## src/rtl/hazard_ctrl_unit_pkg.sv

```systemverilog
// Shared pipeline definitions: hazard FSM states, forwarding select codes and
// the register-write match helper used by the forwarding selectors.
package pipe_pkg;

  typedef enum logic [1:0] {
    RUN      = 2'd0,
    RET_WAIT = 2'd1,
    INT_SEQ  = 2'd2
  } state_t;

  localparam logic [1:0] FWD_RF  = 2'b00;
  localparam logic [1:0] FWD_MEM = 2'b01;
  localparam logic [1:0] FWD_WB  = 2'b10;
  localparam logic [1:0] SP_ADDR = 2'b11;

  // A stage writes src if it writes its dest port there, or writes SP and src is SP.
  function automatic logic writes_reg(input logic [1:0] wen, input logic [1:0] dest,
                                      input logic [1:0] src);
    return (wen[0] && (src == dest)) || (wen[1] && (src == SP_ADDR));
  endfunction

endpackage

```

## src/rtl/hazard_ctrl_unit_fwd_sel.sv

```systemverilog
// EX operand forwarding select for one source operand; MEM is the newer
// producer so it wins over WB.
module fwd_sel
  import pipe_pkg::*;
(
  input  logic       valid_ex,
  input  logic [1:0] src_ex,
  input  logic [1:0] dest_mem,
  input  logic [1:0] wen_mem,
  input  logic [1:0] dest_wb,
  input  logic [1:0] wen_wb,
  output logic [1:0] fwd
);

  always_comb begin
    fwd = FWD_RF;
    if (valid_ex) begin
      if (writes_reg(wen_mem, dest_mem, src_ex)) begin
        fwd = FWD_MEM;
      end else if (writes_reg(wen_wb, dest_wb, src_ex)) begin
        fwd = FWD_WB;
      end
    end
  end

endmodule

```

## src/rtl/hazard_ctrl_unit.sv

```systemverilog
// Pipeline hazard controller: stall/flush generation, RET recovery and
// interrupt-entry sequencing, plus per-operand EX forwarding selects.
module hazard_ctrl_unit
  import pipe_pkg::*;
#(
  parameter int RET_LAT = 2,
  parameter int INT_LEN = 2
) (
  input  logic       clk,
  input  logic       rst_n,
  input  logic [1:0] s1D,
  input  logic [1:0] s2D,
  input  logic       valids1_D,
  input  logic       valids2_D,
  input  logic [1:0] s1EX,
  input  logic [1:0] s2EX,
  input  logic       valids1_EX,
  input  logic       valids2_EX,
  input  logic [1:0] dest_addrEX,
  input  logic [1:0] reg_file_wenEX,
  input  logic       D_mem_renEX,
  input  logic [1:0] dest_addrMEM,
  input  logic [1:0] reg_file_wenMEM,
  input  logic [1:0] dest_addrWB,
  input  logic [1:0] reg_file_wenWB,
  input  logic       branch_takenEX,
  input  logic       RET_enEX,
  input  logic       intr,
  output logic       stallF,
  output logic       stallD,
  output logic       FlushD,
  output logic       FlushE,
  output logic       load_stallD,
  output logic       int_inject,
  output logic [1:0] fwd_s1,
  output logic [1:0] fwd_s2
);

  state_t     state_reg, state_next;
  logic [2:0] cnt_reg, cnt_next;
  logic       pend_reg, pend_next;
  logic       load_use;
  logic       take_intr;

  logic       src_valid [2];
  logic [1:0] src_addr  [2];
  logic [1:0] fwd_sel_q [2];

  assign load_use = D_mem_renEX & reg_file_wenEX[0] &
                    ((valids1_D & (s1D == dest_addrEX)) | (valids2_D & (s2D == dest_addrEX)));

  // Interrupt entry only when no higher-priority hazard claims the RUN cycle.
  assign take_intr = (state_reg == RUN) & ~RET_enEX & ~branch_takenEX & ~load_use & pend_reg;

  always_ff @(posedge clk or negedge rst_n) begin
    if (!rst_n) begin
      state_reg <= RUN;
      cnt_reg   <= 3'd0;
      pend_reg  <= 1'b0;
    end else begin
      state_reg <= state_next;
      cnt_reg   <= cnt_next;
      pend_reg  <= pend_next;
    end
  end

  always_comb begin
    state_next = state_reg;
    cnt_next   = cnt_reg;
    pend_next  = pend_reg | intr;
    case (state_reg)
      RUN: begin
        if (RET_enEX) begin
          if (RET_LAT > 1) begin
            state_next = RET_WAIT;
            cnt_next   = 3'(RET_LAT - 1);
          end
        end else if (take_intr) begin
          pend_next = 1'b0;
          if (INT_LEN > 1) begin
            state_next = INT_SEQ;
            cnt_next   = 3'(INT_LEN - 1);
          end
        end
      end
      RET_WAIT, INT_SEQ: begin
        cnt_next = cnt_reg - 3'd1;
        if (cnt_next == 3'd0) begin
          state_next = RUN;
        end
      end
      default: begin
        state_next = RUN;
        cnt_next   = 3'd0;
      end
    endcase
  end

  always_comb begin
    stallF      = 1'b0;
    stallD      = 1'b0;
    FlushD      = 1'b0;
    FlushE      = 1'b0;
    load_stallD = 1'b0;
    int_inject  = 1'b0;
    if (!rst_n) begin
      FlushD = 1'b1;
      FlushE = 1'b1;
    end else begin
      case (state_reg)
        RUN: begin
          if (RET_enEX || branch_takenEX) begin
            FlushD = 1'b1;
            FlushE = 1'b1;
          end else if (load_use) begin
            stallF      = 1'b1;
            stallD      = 1'b1;
            FlushE      = 1'b1;
            load_stallD = 1'b1;
          end else if (take_intr) begin
            int_inject = 1'b1;
            stallF     = 1'b1;
          end
        end
        RET_WAIT: begin
          FlushD = 1'b1;
          FlushE = 1'b1;
        end
        INT_SEQ: begin
          int_inject = 1'b1;
          stallF     = 1'b1;
        end
        default: begin
          FlushD = 1'b1;
          FlushE = 1'b1;
        end
      endcase
    end
  end

  assign src_valid[0] = valids1_EX;
  assign src_valid[1] = valids2_EX;
  assign src_addr[0]  = s1EX;
  assign src_addr[1]  = s2EX;

  generate
    for (genvar gi = 0; gi < 2; gi++) begin : g_fwd
      fwd_sel u_fwd_sel (
        .valid_ex (src_valid[gi]),
        .src_ex   (src_addr[gi]),
        .dest_mem (dest_addrMEM),
        .wen_mem  (reg_file_wenMEM),
        .dest_wb  (dest_addrWB),
        .wen_wb   (reg_file_wenWB),
        .fwd      (fwd_sel_q[gi])
      );
    end
  endgenerate

  assign fwd_s1 = rst_n ? fwd_sel_q[0] : FWD_RF;
  assign fwd_s2 = rst_n ? fwd_sel_q[1] : FWD_RF;

endmodule

```

## config.mk

```make
export PLATFORM = sky130hd
export DESIGN_NAME = hazard_ctrl_unit
export DESIGN_NICKNAME = d
export VERILOG_FILES = /design/src/rtl/hazard_ctrl_unit_pkg.sv /design/src/rtl/hazard_ctrl_unit_fwd_sel.sv /design/src/rtl/hazard_ctrl_unit.sv
export SDC_FILE = /design/constraint.sdc
export NUM_CORES = 1
export LEC_CHECK = 0
export ABC_CLOCK_PERIOD_IN_PS = 2600
export BUFFER_PORTS_ARGS = -buffer_cell sky130_fd_sc_hd__clkbuf_2
export CORE_MARGIN = 4
export CORE_UTILIZATION = 45
export CTS_BUF_LIST = sky130_fd_sc_hd__clkbuf_8
export DETAILED_ROUTE_END_ITERATION = 10
export PLACE_DENSITY = 0.81
export SYNTH_ARGS = -nofsm -noshare
export SYNTH_HDL_FRONTEND = slang
export SYNTH_HIERARCHICAL = 1
export SYNTH_SLANG_ARGS = --single-unit
```

## constraint.sdc

```tcl
create_clock -name clk -period 2.6 [get_ports clk]
set_input_delay 0.78 -clock clk [delete_from_list [all_inputs] [get_ports clk]]
set_output_delay 0.78 -clock clk [all_outputs]
set_load 0.02 [all_outputs]
```

* Yosys cells after proc, flatten, opt, wreduce, memory -nomap -nowiden
Index checks and enable logic that the tools add are counted.
Operators by class: mux-type cells 37, bitwise operators 13, reductions and logical operators 17, equal/unequal tests 12, add/subtract/negate cells 1
Operators by type and width (number):
- 2-to-1 mux 2 bit | 11
- 2-to-1 mux 1 bit | 18
- equality test 2 bit | 6
- AND 1 bit | 8
- logical AND 1 bit | 8
- case mux 1 bit (2 select lines) | 4
- equality test 2 bit, second input constant | 3
- 2-to-1 mux 3 bit | 2
- case mux 3 bit (2 select lines) | 1
- logical OR 1 bit | 5
- case mux 2 bit (2 select lines) | 1
- logical NOT 3 bit | 1
- != test 3 bit, second input constant | 1
- inverter 1 bit | 3
- subtractor 3 x 1 -> 3 bit, second input constant | 1
- equality test 2 x 1 -> 1 bit, second input constant | 1
- logical NOT 2 bit | 1
- != test 2 bit, second input constant | 1
- OR 1 bit | 2
- AND reduction 2 bit | 1
- OR reduction 2 bit | 1
Word-level totals: input bits 30, logic and storage cells 83, register bits 6

* Longest topological paths before layout
Gate-level depths: netlist (run 1).
word-level depth 12, gate-level depth with buffers 7, mapped depth without buffers 7

* Cells and area by module
The synthesis (run 1) kept the hierarchy.
Modules (own cells, without submodules):
- hazard_ctrl_unit | cells an instance 71, times used 1, sequential area each 150.1 µm², area an instance 565.5 µm²
- fwd_sel | cells an instance 11, times used 2, sequential area each 0.0 µm², area an instance 76.3 µm²

* Least setup slack after synthesis (run 1)
OpenSTA, ideal clock, no wires.
path type in2out, start point input port dest_addrEX[1], end point output port stallD, arrival 1.940 ns, stages 5, slack -0.120 ns, required time 1.820 ns, cells stage by stage or2_1 a211oi_2 nor2_1 nor2_1 buf_4
On the way: word-level cells in the longest chain between the ends 8, elaborated cells on any way between the ends 10, those cells by class 2 x eq/ne; 4 x mux; 4 x bitwise
Ends and longest elaborated chain:
- start: declaration | line hazard_ctrl_unit.sv:19 | input logic [1:0] dest_addrEX,
- equality test 2 bit | line hazard_ctrl_unit.sv:50 | ((valids1_D & (s1D == dest_addrEX)) | (valids2_D & (s2D == dest_addrEX)));
- AND 1 bit | line hazard_ctrl_unit.sv:50
- OR 1 bit * | line hazard_ctrl_unit.sv:50
- AND 1 bit * | line hazard_ctrl_unit.sv:49 | assign load_use = D_mem_renEX & reg_file_wenEX[0] &
- 2-to-1 mux 1 bit * (4 in series)
- end: declaration | line hazard_ctrl_unit.sv:30 | output logic stallD,
Every way passes the cells marked *; elsewhere a longest branch is shown, timed or not.

* Final worst setup path (run 1)
start point input port s1D[1], end point output port int_inject
On the way: word-level cells in the longest chain between the ends 12
Ends and longest elaborated chain:
- start: declaration | line hazard_ctrl_unit.sv:11 | input logic [1:0] s1D,
- equality test 2 bit * | line hazard_ctrl_unit.sv:50
- AND 1 bit * | line hazard_ctrl_unit.sv:50
- OR 1 bit * | line hazard_ctrl_unit.sv:50
- AND 1 bit * | line hazard_ctrl_unit.sv:49
- inverter 1 bit | line hazard_ctrl_unit.sv:53 | assign take_intr = (state_reg == RUN) & ~RET_enEX & ~branch_takenEX & ~load_use & pend_reg;
- AND 1 bit (2 in series) | line hazard_ctrl_unit.sv:53
- 2-to-1 mux 1 bit | line hazard_ctrl_unit.sv:120 | end else if (take_intr) begin
- 2-to-1 mux 1 bit * | line hazard_ctrl_unit.sv:115 | end else if (load_use) begin
- 2-to-1 mux 1 bit * | line hazard_ctrl_unit.sv:112 | if (RET_enEX || branch_takenEX) begin
- case mux 1 bit (2 select lines) * | line hazard_ctrl_unit.sv:110 | case (state_reg)
- 2-to-1 mux 1 bit * | line hazard_ctrl_unit.sv:106 | if (!rst_n) begin
- end: declaration | line hazard_ctrl_unit.sv:34 | output logic int_inject,
Marked as above.

==> results of run 1 <==
## worst paths after layout
kind / from / endpoint / slack [ns] / cells after the start
setup / recovery: s1D[1] / int_inject / -0.18 / 7
hold / removal: rst_n / cnt_reg[2]$_DFFE_PN0P_ / 0.41 / 1
setup reg to reg: state_reg[0]$_DFFE_PN0P_ / state_reg[0]$_DFFE_PN0P_ / 0.98 / 7
hold reg to reg: state_reg[0]$_DFFE_PN0P_ / state_reg[0]$_DFFE_PN0P_ / 0.55 / 2
max in group asynchronous: rst_n / pend_reg$_DFF_PN0_ / 1.85 / 2
min in group clk: state_reg[0]$_DFFE_PN0P_ / state_reg[0]$_DFFE_PN0P_ / 0.55 / 2
## placed cells by master, fill, tap and decap left out, drive strengths merged, types with 4 or more instances in the layout
master   n
and2     5
buf     17
clkbuf  36
dfrtp    6
ha       5
inv      6
nand2    9
nand3    7
nor2     7
o21ai    4
xnor2    5
xor2     6
## per-layer routing
metal / vias to the layer above / part of all wire
met5: - / 0
met3: 4 / 0.075
li1: 429 / -
met2: 36 / 0.53
met1: 387 / 0.38
met4: 0 / 0.015
## what timing repair did
item / in CTS / in global routing
setup buffers: 3 / 0
pin swaps: 7 / 1
endpoints found under the setup margin: 5 / 6
gates resized for setup: 13 / 7
## power by group through the flow
stage | Clock, W | Sequential [W] | Combinational, W
6_report | 0.000142 | 0.000167 | 0.000447
5_1_grt | 0.000148 | 0.000173 | 0.000496
4_1_cts | 0.000144 | 0.000167 | 0.000442
3_5_place_dp | 0 | 0.000168 | 0.000418
3_3_place_gp | 0 | 0.000165 | 0.000396
2_1_floorplan | 0 | 0.000160 | 0.000282
## final cells by class
cell class / instances / area (sq um) / share of cell area
clock buffers: 3 / 41.3 / 0.0365
well taps: 16 / 20.0 / 0.0177
repair buffers: 50 / 330 / 0.292
flip-flops and latches: 6 / 150 / 0.133
inverters: 6 / 22.5 / 0.0199
multi-input cells: 80 / 567 / 0.501
## metrics by stage
stage                     instance area [sq um]  hold slack [ns]
after global placement                      991            0.528
after CTS                                  1110            0.404
after floorplan                             721            0.484
after global routing                       1130            0.412
final                                      1130            0.407
after detailed placement                    991            0.537
## cell families (layout without fill, tap and decap cells)
group                      Yosys count  count (layout)  share of synthesized area
and+or+nand+nor                     45              45                      0.336
AOI/OAI and AO/OA                   19              19                      0.192
xor gates and xnor gates            11              11                      0.134
buffers and inverters                7              59                     0.0418
DFF                                  6               6                      0.209
adders and majority gates            5               5                     0.0871
## Yosys cell counts
cell / n / share of area
inv_1: 6 / 0.031
nand2b_1: 2 / 0.017
nand3_1: 7 / 0.049
nor3b_1: 2 / 0.021
a21oi_1: 3 / 0.021
xnor2_1: 5 / 0.061
o21ai_0: 4 / 0.028
nand4_1: 2 / 0.017
and2_1: 5 / 0.044
nor4_2: 1 / 0.017
nand2_1: 9 / 0.047
and3_1: 2 / 0.017
nor4_1: 1 / 0.0087
buf_4: 1 / 0.010
a21boi_0: 3 / 0.031
or3_1: 3 / 0.026
ha_1: 5 / 0.087
a211oi_2: 2 / 0.035
dfrtp_1: 6 / 0.21
o21a_1: 2 / 0.021
a211o_1: 1 / 0.012
o31ai_1: 3 / 0.031
nor2_1: 7 / 0.037
or2_1: 2 / 0.017
nor2b_1: 2 / 0.017
o221ai_1: 1 / 0.012
xor2_1: 6 / 0.073
==> results.py, run 1 <==
metrics = {
    "cts": {
        "cts_root_buf": "clkbuf_8",
        "cts_tree": "done",
        "clock_latency_ns": 0.23,
        "cts_hold_buffers": 0,
        "htreeDepth": 1,
        "clock_sinks": 6,
        "numCtsBuffers": 3,
        "path_clk_slew_ns": 0.04,
        "cts_buffer_depth": 2,
    },
    "cells_and_area": {
        "fin_util": 0.751,
        "antenna_cells": 0,
        "largest_reg_flops": 3,
        "fill_cells": 114,
        "drive_gt1_frac": 0.421,
        "area_growth_pct": 57.5,
        "nets": 182,
        "stdcell_count": 161,
    },
    "critical_path": {
        "critPathRequiredTime_ns": 1.82,
        "endpoint_kind": "output pin",
        "cp.arrival_ns": 2.00,
        "worstPathMaxFanout": 2,
        "cp_slowest_cell": "a211oi_2",
        "slowest_delay_ns": 0.30,
        "crit_buf_inv": 2,
        "startpoint_type": "primary input",
        "worstPathCellList": "buf_6 > or2_1 > a211oi_2 > nor4_2 > and2_1 > o21a_1 > buf_2",
        "cp_top_family": "simple AND/OR/NAND/NOR gates",
        "critical_path_class": "primary input to output pin",
    },
    "floorplanning": {
        "core_area_sq_mm": 0.00151,
        "rows": 14,
        "ios": 40,
        "die_w_um": 48.0,
        "initial_core_util": 0.477,
        "die_h_um": 48.0,
        "die_area_sq_mm": 0.00230,
    },
    "place": {
        "gp_congestion": 0.831,
        "dp_cells": 155,
        "io_buffers": 38,
        "place_worst_setup_slack_ns": -0.203,
        "dp_hpwl_um": 1720,
    },
    "drt": {
        "first_pass_iters": 4,
        "vias": 856,
        "wl_um": 2250,
        "remaining_drc_errors": 0,
        "wl_per_cell_um": 14.0,
        "ant_nets": 0,
        "viasPerCell": 5.32,
        "drtIter0Drc": 24,
    },
    "yosys": {
        "avgSynthCellArea_sq_um": 7.72,
        "yosys_warnings": 6,
        "syn_area_sq_um": 718,
        "yosysSeqAreaShare": 0.209,
        "synthCells": 93,
        "ys_seq_elements": 6,
        "synth_cell_types": 27,
        "synthesis.nets": 128,
    },
    "run_status": {
        "outcome": "finished with violations",
        "violations": "negative setup slack",
    },
    "timing": {
        "slew_headroom": 0.651,
        "finalCritPeriodShare": 1.07,
        "clock-skew-final_ns": 0.00712,
        "finalSetupViolCount": 5,
        "fin_ws_ns": -0.177,
        "hold_viol": 0,
        "worstMarginPinSlew_ns": 0.519,
        "maxSlewViolCount": 0,
        "max_freq_ghz": 0.360,
        "finalSetupTns_ns": -0.570,
        "rsz0062_at_grt": "yes",
        "fin_crit_ns": 2.78,
    },
    "global_routing": {
        "grt_use_met1": 0.229,
        "grt_pass1_vias": 767,
        "grt_pass1_wl_um": 3150,
        "grt_busiest_layer": "met2",
        "track_usage": 0.192,
        "grt_max_degree": 13,
        "grt-ovfl-total": 0,
        "antenna_found_initial": 0,
        "grtUsageMet2": 0.330,
        "use_met3": 0.0226,
    },
    "pwr": {
        "swShare": 0.416,
        "combPwrFrac": 0.592,
        "clock_power_share": 0.188,
        "p_total_w": 0.000756,
        "powerDensity_mw_per_mm2": 669,
        "p_int_w": 0.000442,
        "p_sw_w": 0.000314,
        "ir_worst_vdd_uv": 559,
        "leakagePower_nw": 0.563,
        "seqPwrFrac": 0.221,
    },
    "job": {
        "cap_viol_max_count": 0,
    },
    "min_path": {
        "hp-class": "primary input to async pin",
    },
}
Note: power is estimated with default switching activity, not from simulation.
==> run 2: changes to the inputs <==
--- a/config.mk
+++ b/config.mk
@@ -8,11 +8,10 @@
 export ABC_CLOCK_PERIOD_IN_PS = 2600
 export BUFFER_PORTS_ARGS = -buffer_cell sky130_fd_sc_hd__clkbuf_2
 export CORE_MARGIN = 4
-export CORE_UTILIZATION = 45
+export CORE_UTILIZATION = 44
 export CTS_BUF_LIST = sky130_fd_sc_hd__clkbuf_8
 export DETAILED_ROUTE_END_ITERATION = 10
 export PLACE_DENSITY = 0.81
 export SYNTH_ARGS = -nofsm -noshare
 export SYNTH_HDL_FRONTEND = slang
-export SYNTH_HIERARCHICAL = 1
 export SYNTH_SLANG_ARGS = --single-unit
==> results.py, run 2 <==
metrics = {
    "run_status": {
        "outcome": "complete, no violations",
    },
    "critical_path": {
        "cp.depth": 6,
        "rrSetupSlack_ns": 0.94,
        "slowest_delay_ns": 0.24,
        "cp.arrival_ns": 1.77,
        "critical_path_class": "primary input to output pin",
        "reg2reg_depth": 8,
        "cp_slowest_cell": "o2111ai_2",
        "endpoint": "int_inject",
        "crit_start": "dest_addrEX[1]",
        "crit_buf_inv": 2,
        "endpoint_kind": "output pin",
        "r2r-end": "cnt_reg[1]$_DFFE_PN0P_",
        "timing.rr.start": "state_reg[0]$_DFFE_PN0P_",
        "cp_top_family": "simple AND/OR/NAND/NOR gates",
        "startpoint_type": "primary input",
        "worstPathMaxFanout": 4,
        "worstPathCellList": "clkbuf_2 > and2_1 > o2111ai_2 > and3_4 > o21a_1 > buf_2",
        "critPathRequiredTime_ns": 1.82,
    },
    "floorplanning": {
        "ios": 40,
        "core_area_sq_mm": 0.00137,
        "rows": 13,
        "die_area_sq_mm": 0.00222,
        "die_w_um": 47.1,
        "initial_core_util": 0.493,
        "die_h_um": 47.1,
    },
    "timing": {
        "finalCritPeriodShare": 0.981,
        "hold_viol": 0,
        "finalSetupViolCount": 0,
        "maxSlewViolCount": 0,
        "max_freq_ghz": 0.392,
        "slew_headroom": 0.710,
        "finalSetupTns_ns": 0,
        "fin_crit_ns": 2.55,
        "worstMarginPinSlew_ns": 0.431,
        "fin_ws_ns": 0.0494,
        "clock-skew-final_ns": 0.000921,
    },
    "global_routing": {
        "grt-ovfl-total": 0,
        "grt_pass1_vias": 728,
        "grt_max_degree": 9,
        "track_usage": 0.199,
        "antenna_found_initial": 0,
        "grt_pass1_wl_um": 3080,
    },
    "drt": {
        "wl_per_cell_um": 14.0,
        "remaining_drc_errors": 0,
        "wl_um": 1950,
        "first_pass_iters": 4,
        "vias": 756,
        "drtIter0Drc": 10,
        "ant_nets": 0,
        "viasPerCell": 5.44,
    },
    "place": {
        "gp_congestion": 0.844,
        "io_buffers": 38,
        "placed_area_sq_um": 897,
        "dp_hpwl_um": 1600,
        "place_worst_setup_slack_ns": -0.0497,
    },
    "yosys": {
        "avgSynthCellArea_sq_um": 8.31,
        "async_reset_ff_frac": 1.00,
        "ys_seq_elements": 6,
        "synth_top_area_frac": 0.223,
        "syn_area_sq_um": 673,
        "synthCells": 81,
        "synth_commonest_cells": "xnor2_1, nor2_1, dfrtp_1",
        "yosysMostFrequentCell": "xnor2_1",
        "synth_cell_types": 29,
        "synth_edf_count": 0,
        "synthTopCellsByArea": "dfrtp_1, xnor2_1, ha_1",
        "synth-main-ff-cell": "dfrtp_1",
        "synthesis.nets": 116,
        "yosysSeqAreaShare": 0.223,
        "netlist.top_cell.by_area": "dfrtp_1",
        "yosys_warnings": 0,
    },
    "cells_and_area": {
        "mostFrequentLayoutCells": "clkbuf_2, xnor2_1, nor2_1",
        "drive_gt1_frac": 0.444,
        "nets": 161,
        "largest_reg_flops": 3,
        "design_area_sq_um": 987,
        "antenna_cells": 0,
        "area_growth_pct": 46.7,
        "final_common_cell": "clkbuf_2",
        "fin_util": 0.723,
    },
    "cts": {
        "htreeDepth": 1,
        "clock_sinks": 6,
        "cts_hold_buffers": 0,
        "cts_buffer_depth": 2,
        "cts_root_buf": "clkbuf_8",
        "clock_latency_ns": 0.22,
        "numCtsBuffers": 3,
        "path_clk_slew_ns": 0.04,
        "post_cts_buffers": 0,
        "cts_tree": "done",
    },
    "pwr": {
        "ir_worst_vdd_uv": 627,
        "leakagePower_nw": 0.470,
        "powerDensity_mw_per_mm2": 721,
        "p_total_w": 0.000712,
    },
    "min_path": {
        "hp-class": "primary input to async pin",
    },
    "job": {
        "cap_viol_max_count": 0,
    },
}
-- run 2: cell types whose count changed after synthesis, sizes merged, moves of 3 or more --
cell,previous run,this run
xnor2,5,11
xor2,6,0
nand2,9,4
a32oi,0,4
nand3,7,4
or3,3,0
-- run 2: metal layers --
| layer | part of all wire | global-route usage | wire (um) | up-vias |
|---|---|---|---|---|
| li1 | - | - | - | 377 |
| met1 | 0.38 | 0.211 | 735 | 344 |
| met3 | 0.088 | 0.0383 | 171 | 4 |
| met2 | 0.52 | 0.377 | 1020 | 31 |
| met5 | 0 | 0 | 0 | - |
| met4 | 0.014 | 0.0829 | 27 | 0 |
-- run 2: power breakdown --
part	total [W]	switching (W)	internal [W]	leakage, nW
Combinational	0.000409	0.000219	0.000191	0.375
Clock	0.000143	0.0000433	0.0000998	0.0216
Sequential	0.000159	0.0000283	0.000131	0.0739
Total	0.000712	0.000290	0.000421	0.470
-- run 2: timing repair --
item                                    CTS  global route
gates resized for setup                   3             7
endpoints found under the setup margin    4             6
pin swaps                                 0             3
-- run 2: kinds of logic after synthesis --
family / count (synthesis) / share of synthesized area
flip-flops: 6 / 0.223
AO/OA/AOI/OAI: 19 / 0.216
adder cells (fa/ha/maj): 5 / 0.0929
buffers and inverters: 5 / 0.0335
AND/OR/NAND/NOR: 35 / 0.292
XOR/XNOR: 11 / 0.143
-- run 2: layout make-up --
| cell class | count | area (sq um) |
|---|---|---|
| repair buffers | 41 | 213 |
| fillers | 111 | 379 |
| flip-flops and latches | 6 | 150 |
| clock buffers | 3 | 41.3 |
| multi-input cells | 70 | 549 |
| well taps | 15 | 18.8 |
| inverters | 4 | 15.0 |
-- run 2: worst reg2reg max path: stages, from the launching register on --
cell      delay (ns)
dfrtp_1         0.37
inv_1           0.14
ha_4            0.21
nand2b_4        0.09
nor3b_4         0.19
and3_4          0.20
buf_4           0.12
nor2_1          0.04
o31ai_2         0.20
-- run 2: stage by stage --
stage,hold slack [ns],instances
2_1_floorplan,0.477,81
3_3_place_gp,0.498,136
3_5_place_dp,0.520,136
4_1_cts,0.367,139
5_1_grt,0.375,139
6_report,0.368,139
-- run 2: how the worst min path moves through the flow --
| stage | endpoint | slack (ns) | cells after the start |
|---|---|---|---|
| finish | pend_reg$_DFF_PN0_ | 0.37 | 1 |
| global route | pend_reg$_DFF_PN0_ | 0.38 | 1 |
| CTS | pend_reg$_DFF_PN0_ | 0.37 | 1 |
| detailed placement | cnt_reg[1]$_DFFE_PN0P_ | 0.52 | 2 |
| global placement | cnt_reg[1]$_DFFE_PN0P_ | 0.50 | 2 |
| floorplan | cnt_reg[0]$_DFFE_PN0P_ | 0.48 | 0 |
==> run 3: changes to the inputs <==
--- a/config.mk
+++ b/config.mk
@@ -11,7 +11,7 @@
 export CORE_UTILIZATION = 44
 export CTS_BUF_LIST = sky130_fd_sc_hd__clkbuf_8
 export DETAILED_ROUTE_END_ITERATION = 10
-export PLACE_DENSITY = 0.81
+export PLACE_DENSITY = 0.91
 export SYNTH_ARGS = -nofsm -noshare
 export SYNTH_HDL_FRONTEND = slang
 export SYNTH_SLANG_ARGS = --single-unit
==> results.py, run 3 (synthesis results as in run 2) <==
metrics = {
    "run_status": {
        "outcome": "complete, no violations",
    },
    "floorplanning": {
        "ios": 40,
        "core_area_sq_mm": 0.00137,
        "initial_core_util": 0.493,
        "die_h_um": 47.1,
        "die_area_sq_mm": 0.00222,
        "die_w_um": 47.1,
        "rows": 13,
    },
    "cells_and_area": {
        "antenna_cells": 0,
        "area_growth_pct": 47.8,
        "mostFrequentLayoutCells": "clkbuf_2, xnor2_1, nor2_1",
        "final_common_cell": "clkbuf_2",
        "fill_cells": 116,
        "largest_reg_flops": 3,
        "nets": 161,
        "drive_gt1_frac": 0.452,
    },
    "drt": {
        "vias": 794,
        "wl_um": 2090,
        "remaining_drc_errors": 0,
        "ant_nets": 0,
        "first_pass_iters": 4,
        "viasPerCell": 5.71,
        "drtIter0Drc": 8,
        "wl_per_cell_um": 15.1,
    },
    "global_routing": {
        "track_usage": 0.207,
        "grt_max_degree": 9,
        "antenna_found_initial": 0,
        "grt_pass1_vias": 793,
        "grt-ovfl-total": 0,
        "grt_pass1_wl_um": 3130,
    },
    "timing": {
        "clock-skew-final_ns": 0.00124,
        "slew_headroom": 0.731,
        "finalSetupViolCount": 0,
        "rsz0062_at_grt": "no",
        "fin_ws_ns": 0.0265,
        "max_freq_ghz": 0.389,
        "fin_crit_ns": 2.57,
        "maxSlewViolCount": 0,
        "hold_ws_ns": 0.370,
        "worstMarginPinSlew_ns": 0.400,
        "hold_viol": 0,
        "finalCritPeriodShare": 0.990,
    },
    "cts": {
        "cts_buffer_depth": 2,
        "path_clk_slew_ns": 0.04,
        "cts_hold_buffers": 0,
        "clock_latency_ns": 0.23,
        "clock_sinks": 6,
        "cts_tree": "done",
        "htreeDepth": 1,
        "cts_root_buf": "clkbuf_8",
        "numCtsBuffers": 3,
    },
    "place": {
        "io_buffers": 38,
        "place_worst_setup_slack_ns": -0.0468,
        "gp_congestion": 0.866,
        "dp_hpwl_um": 1610,
    },
    "critical_path": {
        "slowest_delay_ns": 0.23,
        "critical_path_class": "primary input to output pin",
        "startpoint_type": "primary input",
        "cp_slowest_cell": "and3_4",
        "worstPathMaxFanout": 3,
        "critPathRequiredTime_ns": 1.82,
        "endpoint_kind": "output pin",
        "cp.arrival_ns": 1.79,
        "worstPathCellList": "clkbuf_2 > xnor2_2 > o2111ai_2 > and3_4 > o21a_1 > buf_4",
    },
    "pwr": {
        "leakagePower_nw": 0.475,
        "p_total_w": 0.000709,
        "powerDensity_mw_per_mm2": 713,
        "ir_worst_vdd_uv": 501,
    },
    "min_path": {
        "hp-class": "primary input to async pin",
    },
    "job": {
        "cap_viol_max_count": 0,
    },
}
## run 3: changes by cell type in the layout (fill, tap and decap cells not counted)
cell / change
nor3b_2: -1
xnor2_1: -2
nand2b_2: +1
buf_4: +1
nor3b_1: +1
nand2b_4: -1
and2_0: -1
and2_1: +1
buf_2: -1
xnor2_2: +2
## run 3: through the flow
| step | util | TNS (ns) | instance area (sq um) | std cells |
|---|---|---|---|---|
| after floorplan | - | 0 | 673 | 81 |
| after global placement | 0.657 | 0 | 897 | 136 |
| after detailed placement | 0.657 | -0.112 | 897 | 136 |
| after CTS | 0.698 | 0 | 953 | 139 |
| after global routing | 0.728 | 0 | 995 | 139 |
| final | 0.728 | 0 | 995 | 139 |
## run 3: worst max-delay path: cells and delay by family
kind,cells,cell delay [ns]
buf+inv,2,0.27
simple gates,1,0.23
compound gates,2,0.34
xor+xnor,1,0.17
## run 3: power breakdown
group | internal, W | switching, W
registers | 0.000131 | 0.0000285
clock network | 0.0000999 | 0.0000445
logic | 0.000188 | 0.000217
total | 0.000419 | 0.000290
## run 3: area by class of cell
cell class / instances / area (sq um) / share of cell area
Clock buffer: 3 / 41.3 / 0.0415
Inverter: 4 / 15.0 / 0.0151
Multi-Input combinational cell: 70 / 554 / 0.557
Sequential cell: 6 / 150 / 0.151
Tap cell: 15 / 18.8 / 0.0189
Timing Repair Buffer: 41 / 215 / 0.216
## run 3: metal layers
layer  part of all wire  track usage  wire, um
met1               0.35        0.185       725
met2               0.51        0.382      1060
met3              0.085       0.0498       178
met4              0.062        0.177       129
met5                  0            0         0
## run 3: path summary, 6_finish.rpt
path                                               start                     end  slack (ns)  depth (start not counted)
worst min-delay path                               rst_n      pend_reg$_DFF_PN0_        0.37                          1
max in group asynchronous                          rst_n  cnt_reg[1]$_DFFE_PN0P_        1.92                          2
worst max register to register  state_reg[0]$_DFFE_PN0P_  cnt_reg[1]$_DFFE_PN0P_        0.88                          8
min in group clk                  cnt_reg[1]$_DFFE_PN0P_  cnt_reg[1]$_DFFE_PN0P_        0.53                          2
worst max-delay path                      dest_addrEX[0]              int_inject        0.03                          6
worst min register to register    cnt_reg[1]$_DFFE_PN0P_  cnt_reg[1]$_DFFE_PN0P_        0.53                          2
## run 3: timing repair
item,4_1_cts,5_1_grt
pin swaps,0,2
gates cloned,0,0
buffers inserted,0,0
endpoints found under the setup margin,5,5
gates resized for setup,3,9
